[src/rtl/seg_disp_sched.sv]
// Two-digit time-multiplexed display scheduler: stores the two most recent hex keys
// and alternates the shared segment decoder between digits with a blanking gap at every switch.
module seg_disp_sched #(
  parameter int DWELL_CYCLES = 60000,
  parameter int BLANK_CYCLES = 240,
  parameter int CNT_W        = 17
) (
  input  logic       clk,
  input  logic       reset,
  input  logic       key_valid,
  input  logic [3:0] key_val,
  output logic       key_ready,
  output logic [3:0] value,
  output logic [1:0] anodes,
  output logic [3:0] digit_old,
  output logic [3:0] digit_new
);

  typedef enum logic [1:0] {
    BLANK_R = 2'd0,
    SHOW_L  = 2'd1,
    BLANK_L = 2'd2,
    SHOW_R  = 2'd3
  } state_t;

  state_t           state_r, state_nxt_s;
  logic [CNT_W-1:0] cnt_r, cnt_nxt_s;
  logic             phase_end_s;
  logic             enter_blank_r_s;
  logic             enter_blank_l_s;
  logic [1:0]       anodes_nxt_s;
  logic             pending_r;
  logic [3:0]       pend_r;

  // Phase sequencing and next-cycle anode pattern.
  always_comb begin
    state_nxt_s  = state_r;
    cnt_nxt_s    = cnt_r + CNT_W'(1);
    phase_end_s  = 1'b0;
    anodes_nxt_s = 2'b11;
    case (state_r)
      BLANK_R, BLANK_L: phase_end_s = (cnt_r == CNT_W'(BLANK_CYCLES - 1));
      SHOW_L, SHOW_R:   phase_end_s = (cnt_r == CNT_W'(DWELL_CYCLES - 1));
      default:          phase_end_s = 1'b1;
    endcase
    if (phase_end_s) begin
      cnt_nxt_s = {CNT_W{1'b0}};
      case (state_r)
        BLANK_R: state_nxt_s = SHOW_L;
        SHOW_L:  state_nxt_s = BLANK_L;
        BLANK_L: state_nxt_s = SHOW_R;
        SHOW_R:  state_nxt_s = BLANK_R;
        default: state_nxt_s = BLANK_R;
      endcase
    end else begin
      state_nxt_s = state_r;
    end
    // Anodes follow the state being entered, so a digit is never lit across a switch.
    case (state_nxt_s)
      SHOW_L:  anodes_nxt_s = 2'b10;
      SHOW_R:  anodes_nxt_s = 2'b01;
      default: anodes_nxt_s = 2'b11;
    endcase
  end

  assign enter_blank_r_s = phase_end_s && (state_r == SHOW_R);
  assign enter_blank_l_s = phase_end_s && (state_r == SHOW_L);

  // State and phase counter registers.
  always_ff @(posedge clk or negedge reset) begin
    if (!reset) begin
      state_r <= BLANK_R;
      cnt_r   <= {CNT_W{1'b0}};
    end else begin
      state_r <= state_nxt_s;
      cnt_r   <= cnt_nxt_s;
    end
  end

  // Registered anodes and the decoder value, preloaded at each blank entry.
  always_ff @(posedge clk or negedge reset) begin
    if (!reset) begin
      anodes <= 2'b11;
      value  <= 4'h0;
    end else begin
      anodes <= anodes_nxt_s;
      if (enter_blank_r_s) begin
        // A commit on this edge shifts digit_new into digit_old; show the shifted value.
        value <= pending_r ? digit_new : digit_old;
      end else if (enter_blank_l_s) begin
        value <= digit_new;
      end else begin
        value <= value;
      end
    end
  end

  // One-entry key buffer; digits only shift at the start of a frame to avoid tearing.
  always_ff @(posedge clk or negedge reset) begin
    if (!reset) begin
      pending_r <= 1'b0;
      pend_r    <= 4'h0;
      key_ready <= 1'b1;
      digit_old <= 4'h0;
      digit_new <= 4'h0;
    end else if (enter_blank_r_s && pending_r) begin
      digit_old <= digit_new;
      digit_new <= pend_r;
      pending_r <= 1'b0;
      key_ready <= 1'b1;
    end else if (key_valid && key_ready) begin
      pend_r    <= key_val;
      pending_r <= 1'b1;
      key_ready <= 1'b0;
    end else begin
      pending_r <= pending_r;
      pend_r    <= pend_r;
      key_ready <= key_ready;
    end
  end

endmodule

[config.mk]
export PLATFORM = sky130hd
export DESIGN_NAME = seg_disp_sched
export DESIGN_NICKNAME = d
export VERILOG_FILES = /design/src/rtl/seg_disp_sched.sv
export SDC_FILE = /design/constraint.sdc
export NUM_CORES = 1
export LEC_CHECK = 0
export ABC_AREA = 1
export BUFFER_PORTS_ARGS = -buffer_cell sky130_fd_sc_hd__buf_2
export CAP_MARGIN = 25
export CORE_MARGIN = 2
export CORE_UTILIZATION = 45
export DETAILED_ROUTE_END_ITERATION = 10
export GPL_TIMING_DRIVEN = 0
export SKIP_CTS_REPAIR_TIMING = 1
export SYNTH_ARGS = -nofsm -noshare
export SYNTH_HDL_FRONTEND = slang
export SYNTH_SLANG_ARGS = --single-unit
[constraint.sdc]
create_clock -name clk -period 2.1 [get_ports clk]
set_input_delay 0 -clock clk [delete_from_list [all_inputs] [get_ports clk]]
set_output_delay 0 -clock clk [all_outputs]
set_load 0.005 [all_outputs]
# [Yosys cells after proc, flatten, opt, wreduce, memory -nomap -nowiden]
# Index checks and enable logic that the tools add are counted.
[classes] eq_ne=7 n_addsub=1 bitwise_logic=1 n_mux=12 reduce_logical=10
[op_table] op="$add 17x1->17 const B" n=1
[op_table] op="$eq 17x16->1 const B" n=1
[op_table] op="$eq 17x8->1 const B" n=1
[op_table] op="$mux 17" n=1
[op_table] op="$mux 4" n=3
[op_table] op="$pmux 2 s4" n=1
[op_table] op="$eq 2x2->1 const B" n=3
[op_table] op="$eq 2x1->1 const B" n=2
[op_table] op="$logic_and 1x1->1" n=4
[op_table] op="$mux 1" n=4
[op_table] op="$pmux 2 s2" n=1
[op_table] op="$reduce_bool 2->1" n=2
[op_table] op="$reduce_or 2->1" n=2
[op_table] op="$logic_not 2->1" n=1
[op_table] op="$mux 2" n=1
[op_table] op="$pmux 1 s2" n=1
[op_table] op="$reduce_and 2->1" n=1
[op_table] op="$not 1->1" n=1
[word_totals] word_cells=40 ff_bits=39 input_bits=7 out_inout_bits=15

# [Longest topological paths before layout]
[logic_depth] depth_word=7 mapped_depth=12 mapped_depth_nobuf=10

# [Worst setup path before layout]
# Ideal clock, no wire load.
[synth_path] path_kind="register -> register" start="reg state_r[0]" end="reg digit_old[2]" period_less_slack_ns=1.559 slack_ns=0.541 setup_ns=0.113 required_ns=1.987 t_arrival_ns=1.446 path_stages_with_launch=11 path_buffers=1 cell_sequence="dfrtp_1 -> ha_1 -> nor2_1 -> inv_1 -> nand2_2 -> nand3_4 -> nor2_4 -> buf_6 -> nand2_1 -> nand2_1 -> inv_1"
[synth_via] elab_chain_len=5 elab_cells_between_ends=9 classes_between="eq/ne (3); mux (1); reduce/logical (5)"
[synth_rtl] element="start: declaration" line="26" text="state_t state_r, state_nxt_s;"
[synth_rtl] element="start signal: assignment" line="75" text="state_r <= state_nxt_s;"
[synth_rtl] element="$eq 2x2->1, or another cell as far along" line="41, 66"
[synth_rtl] element="$reduce_or 2->1" line="41" text="case (state_r)"
[synth_rtl] element="$pmux 1 s2" line="41"
[synth_rtl] element="$logic_and 1x1->1 *" line="66" text="assign enter_blank_r_s = phase_end_s && (state_r == SHOW_R);"
[synth_rtl] element="$logic_and 1x1->1 *" line="106" text="end else if (enter_blank_r_s && pending_r) begin"
[synth_rtl] element="end signal: assignment" line="107" text="digit_old <= digit_new;"
[synth_rtl] element="end: declaration" line="15" text="output logic [3:0] digit_old,"
# Every way passes the cells marked *; elsewhere a longest branch is shown, timed or not.
# A chain may end at the register's enable or synchronous reset.

# [Worst setup path in the final report]
[layout_path] start="reg state_r[0]" end="reg digit_old[3]"
# The elaborated chain is that of the path after synthesis.

==> results by stage <==
Placed design:
- The last weighted congestion value of the routability-driven placer is 0.875.
- Including well taps, the total number of placed cells is ~350.
- The placed wire-length estimate after detailed placement is 2900 um.
- The number of buffers added on ports is 21.

Synthesis:
- The count of state elements after synthesis is 39.
- The sequential cell area fraction in the yosys report is 47.3%.
- The number of nets produced by synthesis is 285.
- The synthesized cell area is 2070 um2.
- The Yosys step of the flow raised 0 warnings.
- The count of unique library cells instantiated by Yosys is 25.
- After technology mapping, the gate count stands at 273.
- The mean cell area of the mapped netlist is 7.59 um2.

STA:
- The final hold violation count is 0.
- The relative slew slack is 42.9%.
- For the finished layout, the period the worst path requires is 1780 ps.
- The worst clock skew is about 4.2 ps.
- Setup repair after global routing left no endpoint under its margin.
- Setup total negative slack on the finished layout was measured at 0 ps.
- The worst hold slack is between 300 and 400 ps.
- The highest achievable clock rate is 561 MHz.
- Setup violations remaining at the end of the flow were counted as 0.
- The actual transition at the worst max-transition pin is 856 ps.
- The share of the clock period used by the worst path after layout is 84.9%.
- The max-slew violation count is 0.

Worst setup path:
- The largest fanout of any net on the critical path is 10.
- The startpoint class of the critical path is a flop.
- The endpoint arrival time on the critical path is 1980 ps.
- The worst setup path is captured at a flop.
- The critical path is of the flop to flop type.
- The data required time of the worst path is 2290 ps.

Global routing:
- In the global route stage, overall resource usage came out at 17.1%.
- The number of global-route vias before repair came to 1471.
- The total overflow left after global routing is 0.
- The wire length of the first global-routing pass is approximately 7000 um.
- The number of antenna violations at the first check in global routing was 0.
- Entering global routing, the biggest net connects 40 pins.

CTS:
- No sink is reached through more buffers than the 2 on the longest clock path.
- The post-CTS clock slew at the launch and capture registers of the worst setup and hold paths is 80 ps.
- The later pin in the worst-skew pair is clocked with a latency of 290 ps.
- The buffer cell driving the clock tree root is sky130_fd_sc_hd__clkbuf_8.
- The TritonCTS buffer count is 5.
- For this design, the sink count on the clock tree is 39.
- CTS built an H-tree with a depth of 2.
- TritonCTS built the clock tree.

Power:
- The completed layout was analyzed and its total power is ~1400 uW.
- Summed over all cells, the static leakage comes to 0.00141 uW.
- The maximum VDD drop is 309 uV.
- In this run the power density over the cells is 565 nW/um2.

Layout:
- The count of antenna diodes in the layout is 0.
- The number of nets in the final layout is 319.
- Leaving out fill and tap cells, the most frequent cell in the layout is sky130_fd_sc_hd__nand2_1.
- The library cells used most frequently in the layout, excluding fill and tap cells, are 83 x sky130_fd_sc_hd__nand2_1, 53 x sky130_fd_sc_hd__inv_1, 36 x sky130_fd_sc_hd__dfrtp_1.
- Cells with a size suffix above 1 make up 15.3% of the layout.
- The non-filler instance count after layout is 360.
- The growth of design area from synthesis to finish is 15.4%.

Job:
- The tool flagged a number of max-cap violations equal to 0.

Detailed routing:
- The via count normalized by instance count is 4.69.
- The routed wire length is 4150 um.
- In the final routed layout, each cell accounts on average for 11.5 um.
- After detailed routing, the number of remaining DRC violations is 0.
- The overall via count from detail_route is between 1500 and 2000.
- The count of nets left with antenna violations after detail routing is 0.
- The first TritonRoute pass finished after 4 iterations.
- The number of DRC violations after detailed-routing iteration 0 is 84.

Outcome:
- The run finished with clean final reports.

Floorplanning:
- The floorplan die width is 71.8 um.
- The total die area is a little over 5000 um2.
- 22 I/O pins were placed.
- The number of core rows is 24.
- In this run the vertical extent of the chip is 71.8 um.
- The initial core utilization is 47.2%.
- The core outline area is 4380 um2.

Worst hold path:
- The worst hold path belongs to the class input port to asynchronous set/reset pin.
## routing by layer
layer  track usage (%)  wire (um)  vias to the layer above
li1                  -          -                      904
met1              25.7       2180                      749
met2              23.7       1750                       31
met3              4.64        167                        5
met4              5.66         53                        0
met5                 0          0                        -
## per-stage QoR
stage / util, % / setup slack (ps) / area, um2
6_report: 54.5 / 316 / 2390
5_1_grt: 54.5 / 83.8 / 2390
3_5_place_dp: 51.1 / 328 / 2240
2_1_floorplan: - / 541 / 2070
3_3_place_gp: 51.1 / 323 / 2240
4_1_cts: 53.1 / 303 / 2330
## cells in the mapped netlist
| master | n | share of area, % |
|---|---|---|
| sky130_fd_sc_hd__a21oi_1 | 2 | 0.48 |
| sky130_fd_sc_hd__buf_2 | 1 | 0.24 |
| sky130_fd_sc_hd__buf_6 | 2 | 1.1 |
| sky130_fd_sc_hd__dfrtp_1 | 36 | 44 |
| sky130_fd_sc_hd__dfstp_2 | 3 | 3.8 |
| sky130_fd_sc_hd__ha_1 | 5 | 3.0 |
| sky130_fd_sc_hd__inv_1 | 53 | 9.6 |
| sky130_fd_sc_hd__inv_2 | 2 | 0.36 |
| sky130_fd_sc_hd__nand2_1 | 83 | 15 |
| sky130_fd_sc_hd__nand2_2 | 2 | 0.60 |
| sky130_fd_sc_hd__nand3_1 | 17 | 4.1 |
| sky130_fd_sc_hd__nand3_2 | 2 | 0.97 |
| sky130_fd_sc_hd__nand3_4 | 1 | 0.85 |
| sky130_fd_sc_hd__nand3b_1 | 1 | 0.36 |
| sky130_fd_sc_hd__nand4_1 | 9 | 2.7 |
| sky130_fd_sc_hd__nand4_2 | 1 | 0.60 |
| sky130_fd_sc_hd__nor2_1 | 29 | 5.3 |
| sky130_fd_sc_hd__nor2_2 | 1 | 0.30 |
| sky130_fd_sc_hd__nor2_4 | 2 | 1.1 |
| sky130_fd_sc_hd__nor3_1 | 6 | 1.5 |
| sky130_fd_sc_hd__o211ai_1 | 1 | 0.36 |
| sky130_fd_sc_hd__o21ai_0 | 5 | 1.2 |
| sky130_fd_sc_hd__o21ai_1 | 4 | 0.97 |
| sky130_fd_sc_hd__or2_2 | 1 | 0.30 |
| sky130_fd_sc_hd__xor2_1 | 4 | 1.7 |
## state kept, by name, indices dropped and copies added, names as in the netlist
register / count
cnt_r: 17
digit_new: 4
digit_old: 4
pend_r: 4
value: 4
anodes: 2
state_r: 2
key_ready: 1
pending_r: 1
## kinds of logic after synthesis
family | synth area share [%]
compound gates | 3.02
flops | 47.3
buf+inv | 11.3
simple gates | 33.7
xor+xnor | 1.69
fa+ha+maj | 3.02
## area by class of cell
cell class	count	area [um2]
Inverter	55	206
Clock inverter	3	20.0
Tap cell	52	65.1
Buffer	3	27.5
Multi-Input combinational cell	176	857
Fill cell	448	1990
Timing Repair Buffer	27	165
Clock buffer	5	68.8
Sequential cell	39	980
## worst paths after layout
path                                  startpoint                  endpoint  slack (ps)  cells after the start
setup / recovery            state_r[0]$_DFF_PN0_  digit_old[3]$_DFFE_PN0P_         320                     10
hold / removal                             reset        cnt_r[4]$_DFF_PN0_         350                      2
setup reg to reg            state_r[0]$_DFF_PN0_  digit_old[3]$_DFFE_PN0P_         320                     10
hold reg to reg            key_ready$_DFFE_PN1P_     key_ready$_DFFE_PN1P_         470                      2
max in group asynchronous                  reset       cnt_r[15]$_DFF_PN0_        1220                      2
min in group clk                      key_val[0]     pend_r[0]$_DFFE_PN0P_         460                      4
## worst max-delay path, stage by stage, from the launching register on
cell and delay [ps]:
sky130_fd_sc_hd__dfrtp_1 400, sky130_fd_sc_hd__ha_1 230, sky130_fd_sc_hd__nor2_1 170, sky130_fd_sc_hd__inv_1 100
sky130_fd_sc_hd__nand2_2 160, sky130_fd_sc_hd__nand3_4 170, sky130_fd_sc_hd__nor2_4 150, sky130_fd_sc_hd__buf_6 140
sky130_fd_sc_hd__nand2_1 60, sky130_fd_sc_hd__nand2_1 50, sky130_fd_sc_hd__inv_1 40
## report_power, final
group          total (uW)  switching, uW  internal (uW)  leakage (uW)
sequential            793           14.5            779      0.000509
clock                 501            270            231     0.0000402
combinational        55.7           32.2           23.5      0.000858
total                1350            317           1030       0.00141
Note: power is estimated with default switching activity, not from simulation.
